===== src/rtl/seq_detect_param.sv =====
// Serial pattern detector with a runtime-loadable pattern, selectable overlap mode,
// a valid-qualified input stream and a saturating match counter.
module seq_detect_param #(
    parameter int PAT_W = 4,
    parameter int CNT_W = 8
) (
    input  logic             clock,
    input  logic             reset,
    input  logic             cfg_load,
    input  logic [PAT_W-1:0] pattern,
    input  logic             overlap_en,
    input  logic             in_valid,
    input  logic             sequence_in,
    input  logic             clear_count,
    output logic             detector_out,
    output logic [CNT_W-1:0] match_count,
    output logic             count_sat
);

    localparam int               FILL_W    = $clog2(PAT_W + 1);
    localparam logic [FILL_W-1:0] FILL_FULL = FILL_W'(PAT_W);
    localparam logic [CNT_W-1:0]  CNT_MAX   = '1;

    logic [PAT_W-1:0]  pat_q,  pat_d;
    logic              ovl_q,  ovl_d;
    logic [PAT_W-1:0]  hist_q, hist_d;
    logic [FILL_W-1:0] fill_q, fill_d;
    logic              det_d;
    logic [CNT_W-1:0]  cnt_d;
    logic              sat_d;

    logic [PAT_W-1:0]  hist_shift;
    logic [FILL_W-1:0] fill_inc;
    logic              accept;
    logic              hit;

    // State register: every output is a flop, so no input reaches an output combinationally.
    // NOTE: sequential state uses non-blocking assignments so all flops update from pre-edge values.
    always_ff @(posedge clock or negedge reset) begin
        if (!reset) begin
            pat_q        <= '0;
            ovl_q        <= 1'b1;
            hist_q       <= '0;
            fill_q       <= '0;
            detector_out <= 1'b0;
            match_count  <= '0;
            count_sat    <= 1'b0;
        end else begin
            pat_q        <= pat_d;
            ovl_q        <= ovl_d;
            hist_q       <= hist_d;
            fill_q       <= fill_d;
            detector_out <= det_d;
            match_count  <= cnt_d;
            count_sat    <= sat_d;
        end
    end

    // Match evaluation on the candidate history that includes the incoming bit.
    always_comb begin
        hist_shift = {hist_q[PAT_W-2:0], sequence_in};
        fill_inc   = (fill_q == FILL_FULL) ? fill_q : fill_q + 1'b1;
        accept     = in_valid && !cfg_load;
        hit        = accept && (fill_inc == FILL_FULL) && (hist_shift == pat_q);
    end

    // Next-state for configuration and bit history.
    // NOTE: every variable gets a default first so no path leaves it unassigned (no latches).
    always_comb begin
        pat_d  = pat_q;
        ovl_d  = ovl_q;
        hist_d = hist_q;
        fill_d = fill_q;
        if (cfg_load) begin
            pat_d  = pattern;
            ovl_d  = overlap_en;
            hist_d = '0;
            fill_d = '0;
        end else if (in_valid) begin
            hist_d = hist_shift;
            // Non-overlap mode forces a full fresh window after each match.
            fill_d = (hit && !ovl_q) ? '0 : fill_inc;
        end
    end

    // Output next-values: match pulse and saturating counter; clear beats a same-cycle hit.
    always_comb begin
        det_d = hit;
        cnt_d = match_count;
        sat_d = count_sat;
        if (clear_count) begin
            cnt_d = '0;
            sat_d = 1'b0;
        end else if (hit && (match_count != CNT_MAX)) begin
            cnt_d = match_count + 1'b1;
            if (cnt_d == CNT_MAX) begin
                sat_d = 1'b1;
            end
        end
    end

endmodule

===== config.mk =====
export PLATFORM = sky130hd
export DESIGN_NAME = seq_detect_param
export DESIGN_NICKNAME = d
export VERILOG_FILES = /design/src/rtl/seq_detect_param.sv
export SDC_FILE = /design/constraint.sdc
export NUM_CORES = 1
export LEC_CHECK = 0
export ABC_AREA = 1
export CORE_MARGIN = 1
export CORE_UTILIZATION = 40
export DETAILED_ROUTE_END_ITERATION = 8
export DONT_BUFFER_PORTS = 1
export HOLD_SLACK_MARGIN = 0.15
export PLACE_DENSITY = 0.61
export SYNTH_ARGS = -nofsm -noshare
export SYNTH_HDL_FRONTEND = slang
export SYNTH_SLANG_ARGS = --single-unit

===== constraint.sdc =====
create_clock -name clock -period 1.7 [get_ports clock]
set_input_delay 0.51 -clock clock [delete_from_list [all_inputs] [get_ports clock]]
set_output_delay 0.51 -clock clock [all_outputs]
set_load 0.1 [all_outputs]

**Yosys cells after proc, flatten, opt, wreduce, memory -nomap -nowiden**

Cells that the tools add are included.

- Add/sub/neg operators: 2
- Reductions and logical operators: 11
- Eq/ne operators: 5
- Muxes and demuxes: 11

Operator list:

| kind | number |
|---|---|
| $mux W3 | 6 |
| $mux W8 | 2 |
| $add A8 B1 Y8 const B | 1 |
| $eq A8 B8 Y1 const B | 1 |
| $ne A8 B8 Y1 const B | 1 |
| $eq A3 B3 Y1 const B | 2 |
| $reduce_bool A2 Y1 | 3 |
| $logic_and A1 B1 Y1 | 5 |
| $eq A4 B4 Y1 | 1 |
| $add A3 B1 Y3 const B | 1 |
| $mux W1 | 3 |
| $logic_not A1 Y1 | 2 |
| $reduce_and A2 Y1 | 1 |

- Register bits: 21
- Word-level logic and storage cells: 36
- Output and inout bits: 10
- Input bits: 11

**Longest topological paths before layout**

Gate-level depths: netlist of the first run.

- Depth in word-level cells: 9
- Gate-level depth with buffers: 12
- Depth with buffers taken out: 12

**Least setup slack after synthesis of the first run**

No wires, ideal clock.

- Kind: reg-to-reg
- Start: register match_count[1]
- End: register match_count[2]
- Path slack: -513 ps
- Setup time: 76 ps
- Cell stages (with the launch flop): 12
- Arrival time: 2,137 ps
- Clock period less this slack: 2,213 ps
- Path through: dfrtp_1 > ha_1 > nand2_1 > nor2_2 > nand2_2 > nor2_4 > inv_2 > nand2_4 > nand2_4 > inv_2 > nand2_1 > o21ai_1

- Cells in the longest elaborated chain, start to end: 3

Ends and longest elaborated chain:

| item | RTL line | source |
|---|---|---|
| start, declared | 16 | `output logic [CNT_W-1:0] match_count,` |
| start signal, assigned | 54 | `match_count <= cnt_d;` |
| $add A8 B1 Y8 / $ne A8 B8 Y1 (equally long branches) | 95, 94 |  |
| $mux W8 / $logic_and A1 B1 Y1 (equally long branches) | 94 | `end else if (hit && (match_count != CNT_MAX)) begin` |
| $mux W8 / $reduce_bool A2 Y1 (equally long branches) | -- |  |

Several ways; a longest one is shown, not always the timed one. The select of a mux whose other input is x is not followed.
A chain may end at the register's enable or synchronous reset.

**Final worst setup path of the first run**

- Start: register fill_q[0]
- End: register match_count[3]

- Cells in the longest elaborated chain, start to end: 7

Ends and longest elaborated chain:

| item | RTL line | source |
|---|---|---|
| start, declared | 27 | `logic [FILL_W-1:0] fill_q, fill_d;` |
| start signal, assigned | 52 | `fill_q <= fill_d;` |
| $add A3 B1 Y3 / $eq A3 B3 Y1 (equally long branches) | 62 | `fill_inc = (fill_q == FILL_FULL) ? fill_q : fill_q + 1'b1;` |
| $mux W3 * | 62 |  |
| $eq A3 B3 Y1 * | 64 | `hit = accept && (fill_inc == FILL_FULL) && (hist_shift == pat_q);` |
| $logic_and A1 B1 Y1 * (2 in series) | 64 |  |
| named net det_d | 28 | `logic det_d;` |
| $logic_and A1 B1 Y1 * | 94 |  |
| $reduce_bool A2 Y1 (no line) * | -- |  |

Mark *: on every way through the listed nets, which the timed path passes. The rest lies on a longest branch.

==> results of run 1 <==
## metal layers
metal  global-route usage (%)  vias to the layer above  share of wire, %
met3                    5.669                        2               5.4
met4                    4.181                        0              0.68
met5                        0                        -                 0
met2                    28.40                       26                46
li1                         -                      532                 -
met1                    22.25                      480                48
## kinds of logic (layout without fill, tap and decap cells)
family,after synthesis,count (layout)
AOI/OAI and AO/OA,22,22
DFF,21,21
buffers and inverters,32,55
adders and majority gates,4,4
xor gates and xnor gates,1,1
and+or+nand+nor,77,77
## cell usage after synthesis
master	n	area (µm²)
dfrtp_1	20	500.5
nor3_2	1	10.01
nor2_4	3	33.78
dfstp_2	1	26.28
o21ai_0	7	35.03
a21oi_1	1	5.000
or2_2	1	6.260
clkbuf_1	2	7.510
nand2_2	5	31.28
nand3_1	6	30.03
nand4_1	3	18.77
ha_1	4	50.05
o21ai_4	1	16.27
nor2_1	8	30.03
nand2_1	45	168.9
nor2_2	2	12.51
inv_2	5	18.77
o21ai_1	8	40.04
xor2_1	1	8.760
inv_1	25	93.84
nand3_4	1	17.52
nand2_4	2	22.52
o22ai_1	5	31.28
## flip-flops by register name (all words and copies together) (netlist names)
signal / cells
pat_q: 4
count_sat: 1
hist_q: 3
match_count: 8
fill_q: 3
ovl_q: 1
detector_out: 1
## path summary, 6_finish.rpt
| path | start | end | slack (ps) | depth (start not counted) |
|---|---|---|---|---|
| worst max-delay path | fill_q[0] | match_count[3] | 50 | 13 |
| worst min-delay path | clear_count | count_sat | 250 | 1 |
| worst max register to register | fill_q[0] | match_count[3] | 50 | 13 |
| worst min register to register | ovl_q | ovl_q | 540 | 2 |
| max in group asynchronous | reset | match_count[0] | 610 | 1 |
| min in group asynchronous | reset | pat_q[3] | 400 | 1 |
## per-stage QoR
step / cells / hold slack (ps) / worst slack [ps]
after floorplan: 157 / 214.4 / 6.216
after global placement: 196 / 215.1 / 88.57
after detailed placement: 196 / 215.3 / 3.817
after CTS: 203 / 233.7 / 16.59
after global routing: 211 / 222.5 / -37.50
final: 211 / 249.0 / 48.12
## where the power goes
part | internal [mW] | total [mW] | switching, mW
Sequential | 0.519 | 0.532 | 0.0128
Clock | 0.0916 | 0.246 | 0.155
Combinational | 0.0704 | 0.158 | 0.0878
Total | 0.681 | 0.936 | 0.255
## layout by cell type (no fill, tap or decap), types with 2 or more instances in the layout
master,n
inv_1,23
dfrtp_4,2
clkbuf_4,3
dfrtp_2,6
nor2_2,2
nor2_4,3
nand2_1,43
o21ai_0,7
nand4_1,3
nand3_1,6
nor2_1,8
ha_4,3
o22ai_1,5
inv_2,6
nand2_4,3
dfrtp_1,12
buf_4,19
nand2_2,6
o21ai_1,8
## layout make-up
type | instances | area share (%)
inverter | 30 | 7.622
tap | 31 | 2.568
sequential | 21 | 35.87
timing repair buffer | 21 | 11.02
multi-input combinational | 104 | 41.18
clock buffer | 4 | 1.740
## repair_timing
action                                 in CTS  in global routing
gates cloned                                0                  0
endpoints found under the hold margin      21                  0
pin swaps                                   0                  7
setup endpoints to repair                   4                 11
buffers inserted                            2                  8
hold buffers                                1                  0
resized for setup                           0                 12
==> flow_summary.html, run 1 <==
<table>
<tr><th>Metric</th><th>Value</th></tr>
<tr><th colspan="2">Drt</th></tr>
<tr><td>Remaining DRCs</td><td>4</td></tr>
<tr><td>Per-cell routed wire length</td><td>12.56 µm</td></tr>
<tr><td>Routed via count divided by cell count</td><td>4.929</td></tr>
<tr><td>Via count</td><td>1040</td></tr>
<tr><td>DRC marker count from the first detailed-route iteration</td><td>24</td></tr>
<tr><td>Detailed Routing Iterations Pass 1</td><td>6</td></tr>
<tr><td>Total detailed-routing wirelength</td><td>2.650 mm</td></tr>
<tr><td>Antenna-violating nets left</td><td>0</td></tr>
<tr><th colspan="2">Yosys</th></tr>
<tr><td>Portion of the post-synthesis area used by sequential elements</td><td>43.36%</td></tr>
<tr><td>Dominant combinational cell family by area after synthesis</td><td>simple AND/OR/NAND/NOR gates</td></tr>
<tr><td>Synth cell types</td><td>23</td></tr>
<tr><td>Share of synthesized area spent on multiplexers</td><td>0%</td></tr>
<tr><td>Netlist area before placement</td><td>1215 µm²</td></tr>
<tr><td>Simple-gate share of the synthesized area</td><td>31.41%</td></tr>
<tr><td>Mapped Nets</td><td>172</td></tr>
<tr><td>Synth Area in Compound Gates</td><td>10.50%</td></tr>
<tr><td>Mean area per synthesized cell</td><td>7.738 µm²</td></tr>
<tr><td>Warnings from Yosys</td><td>0</td></tr>
<tr><td>Register bit total from synthesis</td><td>21</td></tr>
<tr><td>XOR/XNOR Fraction of Synth Area</td><td>0.7209%</td></tr>
<tr><td>Cell count after synthesis</td><td>157</td></tr>
<tr><td>Fraction of the mapped netlist area in adder cells</td><td>4.119%</td></tr>
<tr><th colspan="2">STA</th></tr>
<tr><td>Final worst clock skew</td><td>2.722 ps</td></tr>
<tr><td>Sum of negative setup slack</td><td>0 ps</td></tr>
<tr><td>Final setup vio count</td><td>0</td></tr>
<tr><td>Post-route fraction of the period consumed by the critical path</td><td>97.17%</td></tr>
<tr><td>Hold violation count in the final report</td><td>0</td></tr>
<tr><td>Maximum clock frequency</td><td>605.4 MHz</td></tr>
<tr><td>Worst slew margin relative to its limit</td><td>36.81%</td></tr>
<tr><td>Minimum period implied by the final worst setup slack</td><td>1652 ps</td></tr>
<tr><td>Actual slew at the worst max-slew pin</td><td>947.9 ps</td></tr>
<tr><td>RSZ-0062 raised after global routing</td><td>yes</td></tr>
<tr><td>Number of pins exceeding their max-slew limit in the final report</td><td>0</td></tr>
<tr><th colspan="2">Layout</th></tr>
<tr><td>Number of nets in the layout</td><td>196</td></tr>
<tr><td>Number of antenna repair diodes</td><td>0</td></tr>
<tr><td>Fraction of final layout cells sized beyond drive strength 1</td><td>33.33%</td></tr>
<tr><td>Multi-input gate area in the final layout</td><td>621.8 µm²</td></tr>
<tr><td>Combined flip-flop and latch cell area</td><td>541.8 µm²</td></tr>
<tr><td>Synth-to-Final Area Change</td><td>24.30%</td></tr>
<tr><td>Fill cells</td><td>253</td></tr>
<tr><td>Util after Layout</td><td>53.84%</td></tr>
<tr><td>Final design area excluding fillers</td><td>1510 µm²</td></tr>
<tr><th colspan="2">Run status</th></tr>
<tr><td>Failing checks</td><td>design-rule violations</td></tr>
<tr><td>Status</td><td>finished with violations</td></tr>
<tr><th colspan="2">CTS</th></tr>
<tr><td>CTS tree</td><td>yes</td></tr>
<tr><td>CTS Root Cell</td><td>clkbuf_4</td></tr>
<tr><td>Buffer depth of the longest clock path</td><td>2</td></tr>
<tr><td>Clock input transition at the sequential cells of the worst setup and hold paths</td><td>120 ps</td></tr>
<tr><td>CTS H-Tree Depth</td><td>1</td></tr>
<tr><td>Clock latency at the later pin of the worst-skew pair</td><td>310 ps</td></tr>
<tr><td>Clock sink total</td><td>21</td></tr>
<tr><td>Total CTS buffers</td><td>3</td></tr>
<tr><th colspan="2">GRT</th></tr>
<tr><td>Number of global-route vias before repair</td><td>975</td></tr>
<tr><td>Pin count of the biggest net entering global routing</td><td>22</td></tr>
<tr><td>Global-route wire length before repair</td><td>4.312 mm</td></tr>
<tr><td>Aggregate global-route resource usage</td><td>17.30%</td></tr>
<tr><td>Congestion Overflow GR</td><td>0</td></tr>
<tr><td>Initial antenna violation count</td><td>0</td></tr>
<tr><th colspan="2">Floorplan</th></tr>
<tr><td>Die X-Extent</td><td>57.11 µm</td></tr>
<tr><td>Row count</td><td>19</td></tr>
<tr><td>Total Die Area</td><td>3262 µm²</td></tr>
<tr><td>Initial core utilization</td><td>43.31%</td></tr>
<tr><td>Die height</td><td>57.11 µm</td></tr>
<tr><td>Top-level I/O count</td><td>21</td></tr>
<tr><td>Total core area</td><td>2805 µm²</td></tr>
<tr><th colspan="2">Critical path</th></tr>
<tr><td>Critical Path AT</td><td>1860 ps</td></tr>
<tr><td>Category of the most critical setup path</td><td>flop to flop</td></tr>
<tr><td>Worst Path Required</td><td>1910 ps</td></tr>
<tr><td>Delay-heaviest family, CP</td><td>simple AND/OR/NAND/NOR gates</td></tr>
<tr><td>Series of cell instances along the critical path</td><td>buf_6 -&gt; ha_4 -&gt; inv_2 -&gt; nand2_2 -&gt; nand2_2 -&gt; nor2_4 -&gt; nand3_4 -&gt; nor2_4 -&gt; nand2_4 -&gt; nand2_4 -&gt; inv_4 -&gt; nand2_1 -&gt; o21ai_1</td></tr>
<tr><td>Cell with the largest stage delay on the worst path</td><td>dfrtp_1</td></tr>
<tr><td>CP max FO</td><td>5</td></tr>
<tr><td>Worst Setup End Kind</td><td>flop</td></tr>
<tr><td>Type of element launching the critical path</td><td>flop</td></tr>
<tr><td>CP peak stage delay</td><td>420 ps</td></tr>
<tr><td>Sum of buffers and inverters on the critical path</td><td>3</td></tr>
<tr><th colspan="2">Placed design</th></tr>
<tr><td>Count of input and output buffers</td><td>0</td></tr>
<tr><td>Detailed placer's ending HPWL</td><td>1.889 mm</td></tr>
<tr><td>Routability congestion estimate from global placement</td><td>0.8030</td></tr>
<tr><td>Placed inst area</td><td>1355 µm²</td></tr>
<tr><th colspan="2">Power and ir drop</th></tr>
<tr><td>Max rail drop VDD</td><td>0.0004549 V</td></tr>
<tr><td>Final total power</td><td>0.9360 mW</td></tr>
<tr><td>Leakage</td><td>0.6764 nW</td></tr>
<tr><td>Pwr per Cell Area</td><td>619.8 nW/µm²</td></tr>
<tr><th colspan="2">Job</th></tr>
<tr><td>Maximum Capacitance Violations</td><td>0</td></tr>
<tr><th colspan="2">Hold path</th></tr>
<tr><td>Type of the tightest min-delay check</td><td>input port to flop</td></tr>
</table>
(Power assumes the default switching activity.)
==> run 2, diff against run 1 <==
ABC_AREA = default   (was 1)
==> flow_summary.html, run 2 <==
<table>
<tr><th>Metric</th><th>Value</th></tr>
<tr><th colspan="2">Placed design</th></tr>
<tr><td>Placed inst area</td><td>1386 µm²</td></tr>
<tr><td>Detailed placer's ending HPWL</td><td>1.887 mm</td></tr>
<tr><td>Worst setup slack before clock tree synthesis</td><td>-215.1 ps</td></tr>
<tr><td>Count of input and output buffers</td><td>0</td></tr>
<tr><td>Routability congestion estimate from global placement</td><td>0.8538</td></tr>
<tr><th colspan="2">Layout</th></tr>
<tr><td>Number of nets in the layout</td><td>160</td></tr>
<tr><td>Largest regs</td><td>match_count x8, pat_q x4</td></tr>
<tr><td>Final design area excluding fillers</td><td>1559 µm²</td></tr>
<tr><td>Flip-flop count of the largest register, all copies and words added</td><td>8</td></tr>
<tr><td>Register containing the most flip-flops in the final layout</td><td>match_count</td></tr>
<tr><td>Fill cells</td><td>258</td></tr>
<tr><td>Fraction of final layout cells sized beyond drive strength 1</td><td>41.67%</td></tr>
<tr><td>Leading cell type in the layout, fill and taps excluded</td><td>buf_4</td></tr>
<tr><td>Synth-to-Final Area Change</td><td>31.43%</td></tr>
<tr><td>Most frequent cells in the layout</td><td>buf_4, dfrtp_1, nor2_1, nand2_1, dfrtp_2</td></tr>
<tr><td>Number of antenna repair diodes</td><td>0</td></tr>
<tr><td>Util after Layout</td><td>56.05%</td></tr>
<tr><th colspan="2">STA</th></tr>
<tr><td>RSZ-0062 raised after global routing</td><td>yes</td></tr>
<tr><td>Minimum period implied by the final worst setup slack</td><td>1790 ps</td></tr>
<tr><td>Worst slew margin relative to its limit</td><td>37.82%</td></tr>
<tr><td>Maximum clock frequency</td><td>558.6 MHz</td></tr>
<tr><td>Post-route fraction of the period consumed by the critical path</td><td>105.3%</td></tr>
<tr><td>Number of pins exceeding their max-slew limit in the final report</td><td>0</td></tr>
<tr><td>Final setup vio count</td><td>7</td></tr>
<tr><td>Final worst clock skew</td><td>14.16 ps</td></tr>
<tr><td>Final worst setup slack</td><td>-90.19 ps</td></tr>
<tr><td>Hold violation count in the final report</td><td>0</td></tr>
<tr><td>Actual slew at the worst max-slew pin</td><td>929.7 ps</td></tr>
<tr><th colspan="2">Power and ir drop</th></tr>
<tr><td>Power spent charging and discharging nets</td><td>0.2341 mW</td></tr>
<tr><td>Pwr per Cell Area</td><td>585.0 nW/µm²</td></tr>
<tr><td>Max rail drop VDD</td><td>0.0005256 V</td></tr>
<tr><td>Gate power share</td><td>13.9%</td></tr>
<tr><td>Leakage</td><td>0.6339 nW</td></tr>
<tr><td>Internal</td><td>0.6779 mW</td></tr>
<tr><td>Proportion of total power due to net switching</td><td>25.66%</td></tr>
<tr><td>Fraction of power consumed by the clock network</td><td>27.2%</td></tr>
<tr><td>Sequential group share of total power</td><td>58.9%</td></tr>
<tr><th colspan="2">GRT</th></tr>
<tr><td>Number of global-route vias before repair</td><td>1031</td></tr>
<tr><td>Aggregate global-route resource usage</td><td>19.96%</td></tr>
<tr><td>Initial antenna violation count</td><td>0</td></tr>
<tr><td>Global-route wire length before repair</td><td>4.843 mm</td></tr>
<tr><td>Congestion Overflow GR</td><td>0</td></tr>
<tr><td>Pin count of the biggest net entering global routing</td><td>22</td></tr>
<tr><th colspan="2">Yosys</th></tr>
<tr><td>Count of flip-flops with a built-in enable after synthesis</td><td>0</td></tr>
<tr><td>Area share of the largest cell type after synthesis</td><td>42.19%</td></tr>
<tr><td>Mapped Nets</td><td>135</td></tr>
<tr><td>Area contributors post-synth</td><td>dfrtp_1, mux2_2, ha_1, a21oi_1, xor2_1</td></tr>
<tr><td>Synth area leader</td><td>dfrtp_1</td></tr>
<tr><td>Register bit total from synthesis</td><td>21</td></tr>
<tr><td>Portion of the post-synthesis area used by sequential elements</td><td>44.41%</td></tr>
<tr><td>Library cell with the highest instance count after synthesis</td><td>dfrtp_1</td></tr>
<tr><td>Most used flip-flop cell after synthesis</td><td>dfrtp_1</td></tr>
<tr><td>Warnings from Yosys</td><td>0</td></tr>
<tr><td>Synth cell types</td><td>33</td></tr>
<tr><td>Leading post-synthesis cells by instance count</td><td>dfrtp_1, a21oi_1, inv_1, nor2_1, nand2_1</td></tr>
<tr><td>Netlist area before placement</td><td>1186 µm²</td></tr>
<tr><td>Mean area per synthesized cell</td><td>9.884 µm²</td></tr>
<tr><td>Share of synthesized registers carrying an async set or reset</td><td>100.0%</td></tr>
<tr><td>Cell count after synthesis</td><td>120</td></tr>
<tr><th colspan="2">Run status</th></tr>
<tr><td>Status</td><td>finished with violations</td></tr>
<tr><td>Failing checks</td><td>negative setup slack</td></tr>
<tr><th colspan="2">Critical path</th></tr>
<tr><td>CP max FO</td><td>4</td></tr>
<tr><td>Category of the most critical setup path</td><td>flop to flop</td></tr>
<tr><td>Worst Setup End Kind</td><td>flop</td></tr>
<tr><td>Series of cell instances along the critical path</td><td>inv_2 -&gt; ha_4 -&gt; nand3b_1 -&gt; o2111a_2 -&gt; buf_6 -&gt; nand4_1 -&gt; o31ai_2 -&gt; a21oi_1</td></tr>
<tr><td>Critical Path AT</td><td>2000 ps</td></tr>
<tr><td>Worst Path Required</td><td>1910 ps</td></tr>
<tr><td>R2R depth</td><td>8</td></tr>
<tr><td>Cell with the largest stage delay on the worst path</td><td>dfrtp_2</td></tr>
<tr><td>CP peak stage delay</td><td>460 ps</td></tr>
<tr><td>Type of element launching the critical path</td><td>flop</td></tr>
<tr><th colspan="2">Drt</th></tr>
<tr><td>Detailed Routing Iterations Pass 1</td><td>4</td></tr>
<tr><td>Antenna-violating nets left</td><td>0</td></tr>
<tr><td>DRC marker count from the first detailed-route iteration</td><td>30</td></tr>
<tr><td>Routed via count divided by cell count</td><td>5.634</td></tr>
<tr><td>Wire length on met1</td><td>1.299 mm</td></tr>
<tr><td>Top layer used by detailed routing</td><td>met4</td></tr>
<tr><td>Per-cell routed wire length</td><td>16.07 µm</td></tr>
<tr><td>Routed length on met3</td><td>82 µm</td></tr>
<tr><td>Total detailed-routing wirelength</td><td>2.812 mm</td></tr>
<tr><td>Total met2 wirelength after detailed routing</td><td>1.375 mm</td></tr>
<tr><td>Remaining DRCs</td><td>0</td></tr>
<tr><td>Via count</td><td>986</td></tr>
<tr><th colspan="2">CTS</th></tr>
<tr><td>CTS tree</td><td>yes</td></tr>
<tr><td>Clock sink total</td><td>21</td></tr>
<tr><td>Total CTS buffers</td><td>3</td></tr>
<tr><td>Buffer depth of the longest clock path</td><td>2</td></tr>
<tr><td>CTS Root Cell</td><td>clkbuf_4</td></tr>
<tr><td>Clock latency at the later pin of the worst-skew pair</td><td>310 ps</td></tr>
<tr><td>Clock input transition at the sequential cells of the worst setup and hold paths</td><td>130 ps</td></tr>
<tr><td>CTS H-Tree Depth</td><td>1</td></tr>
<tr><th colspan="2">Floorplan</th></tr>
<tr><td>Die height</td><td>56.46 µm</td></tr>
<tr><td>Top-level I/O count</td><td>21</td></tr>
<tr><td>Die X-Extent</td><td>56.46 µm</td></tr>
<tr><td>Total core area</td><td>2781 µm²</td></tr>
<tr><td>Initial core utilization</td><td>42.65%</td></tr>
<tr><td>Row count</td><td>19</td></tr>
<tr><td>Total Die Area</td><td>3187 µm²</td></tr>
<tr><th colspan="2">Hold path</th></tr>
<tr><td>Type of the tightest min-delay check</td><td>input port to flop</td></tr>
<tr><td>Hold Path Cell Cnt</td><td>1</td></tr>
<tr><th colspan="2">Job</th></tr>
<tr><td>Maximum Capacitance Violations</td><td>0</td></tr>
</table>
run 2: cell count changes after synthesis, sizes merged, moves of 3 or more:
cell | before | now
nand2 | 52 | 7
inv | 30 | 8
o21ai | 16 | 6
a21oi | 1 | 9
mux2 | 0 | 5
nor2 | 13 | 8
o22ai | 5 | 0
or3 | 0 | 5
xnor2 | 0 | 4
xor2 | 1 | 5
and3 | 0 | 3
mux2i | 0 | 3
run 2: timing repair:
action,in CTS,in global routing
gates resized for setup,20,7
endpoints found under the setup margin,12,12
pin swaps,6,7
hold buffers,1,0
endpoints found under the hold margin,21,0
buffers inserted,5,0
run 2: worst paths after layout:
check,slack (ps),start,to
hold / removal,230,clear_count,match_count[3]
setup / recovery,-90,fill_q[1],match_count[4]
min in group asynchronous,770,reset,match_count[6]
max in group asynchronous,250,reset,match_count[1]
hold reg to reg,550,pat_q[0],pat_q[0]
setup reg to reg,-90,fill_q[1],match_count[4]
run 2: cells by family after synthesis:
group | synth area share, %
XOR/XNOR | 6.645
flip-flops | 44.41
AO/OA/AOI/OAI | 13.08
AND/OR/NAND/NOR | 19.94
adder cells (fa/ha/maj) | 4.220
buffers and inverters | 4.430
multiplexers | 7.278
run 2: power by group through the flow:
stage	registers [mW]	logic (mW)	clock network [mW]
after floorplan	0.542	0.0767	0
after global placement	0.545	0.0777	0
after detailed placement	0.546	0.0821	0
after CTS	0.537	0.125	0.257
after global routing	0.541	0.141	0.278
final	0.537	0.127	0.248
run 2: routing by layer:
| layer | GRT usage (%) | vias to the layer above |
|---|---|---|
| met3 | 2.304 | 6 |
| met4 | 9.756 | 0 |
| met2 | 32.27 | 20 |
| met1 | 26.54 | 480 |
| li1 | - | 480 |
| met5 | 0 | - |
run 2: per-stage QoR:
step	total power, mW	setup TNS [ps]	hold WS (ps)	cells
final	0.9120	-269.9	227.8	175
after global routing	0.9598	-1197	206.4	175
after CTS	0.9191	-197.0	219.6	175
after detailed placement	0.6284	-1270	214.8	165
after global placement	0.6229	-631.4	214.8	165
after floorplan	0.6186	-1432	214.4	120
run 2: final cells by class:
type / instances / area, µm² / area share, %
Timing Repair Buffer: 25 / 225.2 / 14.45
Tap cell: 31 / 38.79 / 2.488
Multi-Input combinational cell: 86 / 695.7 / 44.62
Clock buffer: 4 / 26.28 / 1.685
Sequential cell: 21 / 543.0 / 34.83
Inverter: 8 / 30.03 / 1.926
run 2: critical path: cells and delay by family (launching register included):
family	cells	cell delay (ps)
buffers and inverters	2	190
AND/OR/NAND/NOR	2	270
flip-flops	1	460
AO/OA/AOI/OAI	3	630
adder cells (fa/ha/maj)	1	130
==> run 3, diff against run 2 <==
PLACE_DENSITY = 0.63   (was 0.61)
clock period = 1.55 ns   (was 1.7 ns; I/O delays follow)
==> flow_summary.html, run 3 (synthesized netlist as in run 2, its figures left out) <==
<table>
<tr><th>Metric</th><th>Value</th></tr>
<tr><th colspan="2">Run status</th></tr>
<tr><td>Status</td><td>finished with violations</td></tr>
<tr><td>Failing checks</td><td>negative setup slack</td></tr>
<tr><th colspan="2">Drt</th></tr>
<tr><td>Per-cell routed wire length</td><td>16.18 µm</td></tr>
<tr><td>Antenna-violating nets left</td><td>0</td></tr>
<tr><td>Routed via count divided by cell count</td><td>5.631</td></tr>
<tr><td>Total detailed-routing wirelength</td><td>3.025 mm</td></tr>
<tr><td>Via count</td><td>1053</td></tr>
<tr><td>Remaining DRCs</td><td>0</td></tr>
<tr><td>DRC marker count from the first detailed-route iteration</td><td>51</td></tr>
<tr><td>Detailed Routing Iterations Pass 1</td><td>4</td></tr>
<tr><th colspan="2">GRT</th></tr>
<tr><td>Pin count of the biggest net entering global routing</td><td>22</td></tr>
<tr><td>Initial antenna violation count</td><td>0</td></tr>
<tr><td>Global-route wire length before repair</td><td>4.823 mm</td></tr>
<tr><td>Number of global-route vias before repair</td><td>1073</td></tr>
<tr><td>Congestion Overflow GR</td><td>0</td></tr>
<tr><td>Aggregate global-route resource usage</td><td>19.81%</td></tr>
<tr><th colspan="2">Critical path</th></tr>
<tr><td>Minimum setup slack among reg-to-reg paths</td><td>-200 ps</td></tr>
<tr><td>Crit path to</td><td>match_count[4]</td></tr>
<tr><td>Crit Reg-Reg Startpoint</td><td>pat_q[3]</td></tr>
<tr><td>Worst Path Required</td><td>1750 ps</td></tr>
<tr><td>Category of the most critical setup path</td><td>flop to flop</td></tr>
<tr><td>Critical Path AT</td><td>1950 ps</td></tr>
<tr><td>Startpoint of the most critical setup path</td><td>pat_q[3]</td></tr>
<tr><td>CP max FO</td><td>3</td></tr>
<tr><td>Type of element launching the critical path</td><td>flop</td></tr>
<tr><td>Worst Setup End Kind</td><td>flop</td></tr>
<tr><td>R2R depth</td><td>6</td></tr>
<tr><td>Endpoint of the lowest-slack register-to-register path</td><td>match_count[4]</td></tr>
<tr><th colspan="2">Layout</th></tr>
<tr><td>Most frequent cells in the layout</td><td>buf_4, dfrtp_1, nor2_1, nand2_1</td></tr>
<tr><td>Fill cells</td><td>235</td></tr>
<tr><td>Util after Layout</td><td>61.54%</td></tr>
<tr><td>Number of antenna repair diodes</td><td>0</td></tr>
<tr><td>Multi-input gate area in the final layout</td><td>718.2 µm²</td></tr>
<tr><td>Flip-flop count of the largest register, all copies and words added</td><td>8</td></tr>
<tr><td>Number of nets in the layout</td><td>172</td></tr>
<tr><td>Largest regs</td><td>match_count x8, pat_q x4</td></tr>
<tr><td>Fraction of final layout cells sized beyond drive strength 1</td><td>50.00%</td></tr>
<tr><td>Synth-to-Final Area Change</td><td>44.30%</td></tr>
<tr><td>Leading cell type in the layout, fill and taps excluded</td><td>buf_4</td></tr>
<tr><td>Register containing the most flip-flops in the final layout</td><td>match_count</td></tr>
<tr><td>Combined flip-flop and latch cell area</td><td>541.8 µm²</td></tr>
<tr><th colspan="2">Power and ir drop</th></tr>
<tr><td>Power spent charging and discharging nets</td><td>0.2599 mW</td></tr>
<tr><td>Pwr per Cell Area</td><td>587.2 nW/µm²</td></tr>
<tr><td>Leakage</td><td>0.7368 nW</td></tr>
<tr><td>Fraction of power consumed by the clock network</td><td>27.2%</td></tr>
<tr><td>Proportion of total power due to net switching</td><td>25.86%</td></tr>
<tr><td>Gate power share</td><td>14.3%</td></tr>
<tr><td>Max rail drop VDD</td><td>0.0005052 V</td></tr>
<tr><td>Final total power</td><td>1.005 mW</td></tr>
<tr><td>Sequential group share of total power</td><td>58.5%</td></tr>
<tr><td>Internal</td><td>0.7451 mW</td></tr>
<tr><th colspan="2">CTS</th></tr>
<tr><td>Clock sink total</td><td>21</td></tr>
<tr><td>Total CTS buffers</td><td>3</td></tr>
<tr><td>CTS H-Tree Depth</td><td>1</td></tr>
<tr><td>Buffer depth of the longest clock path</td><td>2</td></tr>
<tr><td>Clock latency at the later pin of the worst-skew pair</td><td>310 ps</td></tr>
<tr><td>Clock input transition at the sequential cells of the worst setup and hold paths</td><td>120 ps</td></tr>
<tr><td>CTS Root Cell</td><td>clkbuf_4</td></tr>
<tr><td>CTS tree</td><td>yes</td></tr>
<tr><th colspan="2">STA</th></tr>
<tr><td>Worst slew margin relative to its limit</td><td>35.42%</td></tr>
<tr><td>Final worst setup slack</td><td>-199.6 ps</td></tr>
<tr><td>Minimum period implied by the final worst setup slack</td><td>1750 ps</td></tr>
<tr><td>RSZ-0062 raised after global routing</td><td>yes</td></tr>
<tr><td>Final worst clock skew</td><td>5.604 ps</td></tr>
<tr><td>Final setup vio count</td><td>12</td></tr>
<tr><td>Hold violation count in the final report</td><td>0</td></tr>
<tr><td>Sum of negative setup slack</td><td>-1559 ps</td></tr>
<tr><td>Actual slew at the worst max-slew pin</td><td>968.7 ps</td></tr>
<tr><td>Number of pins exceeding their max-slew limit in the final report</td><td>0</td></tr>
<tr><td>Post-route fraction of the period consumed by the critical path</td><td>112.9%</td></tr>
<tr><td>Maximum clock frequency</td><td>571.6 MHz</td></tr>
<tr><th colspan="2">Job</th></tr>
<tr><td>Maximum Capacitance Violations</td><td>0</td></tr>
<tr><th colspan="2">Floorplan</th></tr>
<tr><td>Row count</td><td>19</td></tr>
<tr><td>Top-level I/O count</td><td>21</td></tr>
<tr><td>Total core area</td><td>2781 µm²</td></tr>
<tr><td>Initial core utilization</td><td>42.65%</td></tr>
<tr><td>Total Die Area</td><td>3187 µm²</td></tr>
<tr><td>Die height</td><td>56.46 µm</td></tr>
<tr><td>Die X-Extent</td><td>56.46 µm</td></tr>
<tr><th colspan="2">Placed design</th></tr>
<tr><td>Worst setup slack before clock tree synthesis</td><td>-206.3 ps</td></tr>
<tr><td>Routability congestion estimate from global placement</td><td>0.8469</td></tr>
<tr><td>Detailed placer's ending HPWL</td><td>2.040 mm</td></tr>
<tr><td>Count of input and output buffers</td><td>0</td></tr>
<tr><th colspan="2">Hold path</th></tr>
<tr><td>Type of the tightest min-delay check</td><td>input port to flop</td></tr>
</table>
run 3: how the worst min path moves through the flow:
stage                     cells past startpoint        endpoint        start
after detailed placement                      0        pat_q[2]        reset
final                                         1  match_count[7]  clear_count
after global placement                        0        pat_q[2]        reset
after CTS                                     1  match_count[3]  clear_count
after global routing                          1  match_count[3]  clear_count
after floorplan                               0       count_sat        reset
run 3: layout make-up:
| type | instances | share of cell area [%] |
|---|---|---|
| repair buffers | 37 | 20.76 |
| clock buffers | 3 | 1.316 |
| clock inverters | 1 | 0.2924 |
| multi-input cells | 86 | 41.96 |
| flip-flops and latches | 21 | 31.65 |
| well taps | 31 | 2.266 |
| inverters | 8 | 1.754 |
run 3: metal layers:
layer / track usage (%) / wire (µm)
met5: 0 / 0
met4: 11.50 / 48
met3: 2.535 / 133
met2: 30.42 / 1519
met1: 26.74 / 1324
run 3: worst max-delay path: stages (launching register included):
cell and delay, ps:
dfrtp_1 410, xor2_1 190, nor4_4 380, buf_4 180, nand4_1 160, o31ai_2 220
a21oi_1 90
run 3: through the flow:
| step | hold WS [ps] | cells | cell area [µm²] |
|---|---|---|---|
| final | 189.5 | 187 | 1712 |
| after global routing | 180.8 | 187 | 1712 |
| after detailed placement | 169.9 | 172 | 1451 |
| after CTS | 179.8 | 182 | 1613 |
| after floorplan | 169.4 | 120 | 1246 |
| after global placement | 169.9 | 172 | 1451 |
run 3: repair_timing:
| action | in CTS | in global routing |
|---|---|---|
| hold endpoints to repair | 21 | 0 |
| setup buffers | 5 | 5 |
| hold buffers | 1 | 0 |
| pin swaps | 9 | 7 |
| endpoints found under the setup margin | 14 | 22 |
| gates resized for setup | 23 | 13 |
run 3: power groups by stage:
stage	Combinational (mW)	Sequential (mW)	Clock (mW)
global route	0.158	0.592	0.296
detailed placement	0.109	0.600	0
CTS	0.135	0.588	0.280
floorplan	0.0959	0.595	0
global placement	0.103	0.598	0
finish	0.144	0.588	0.273
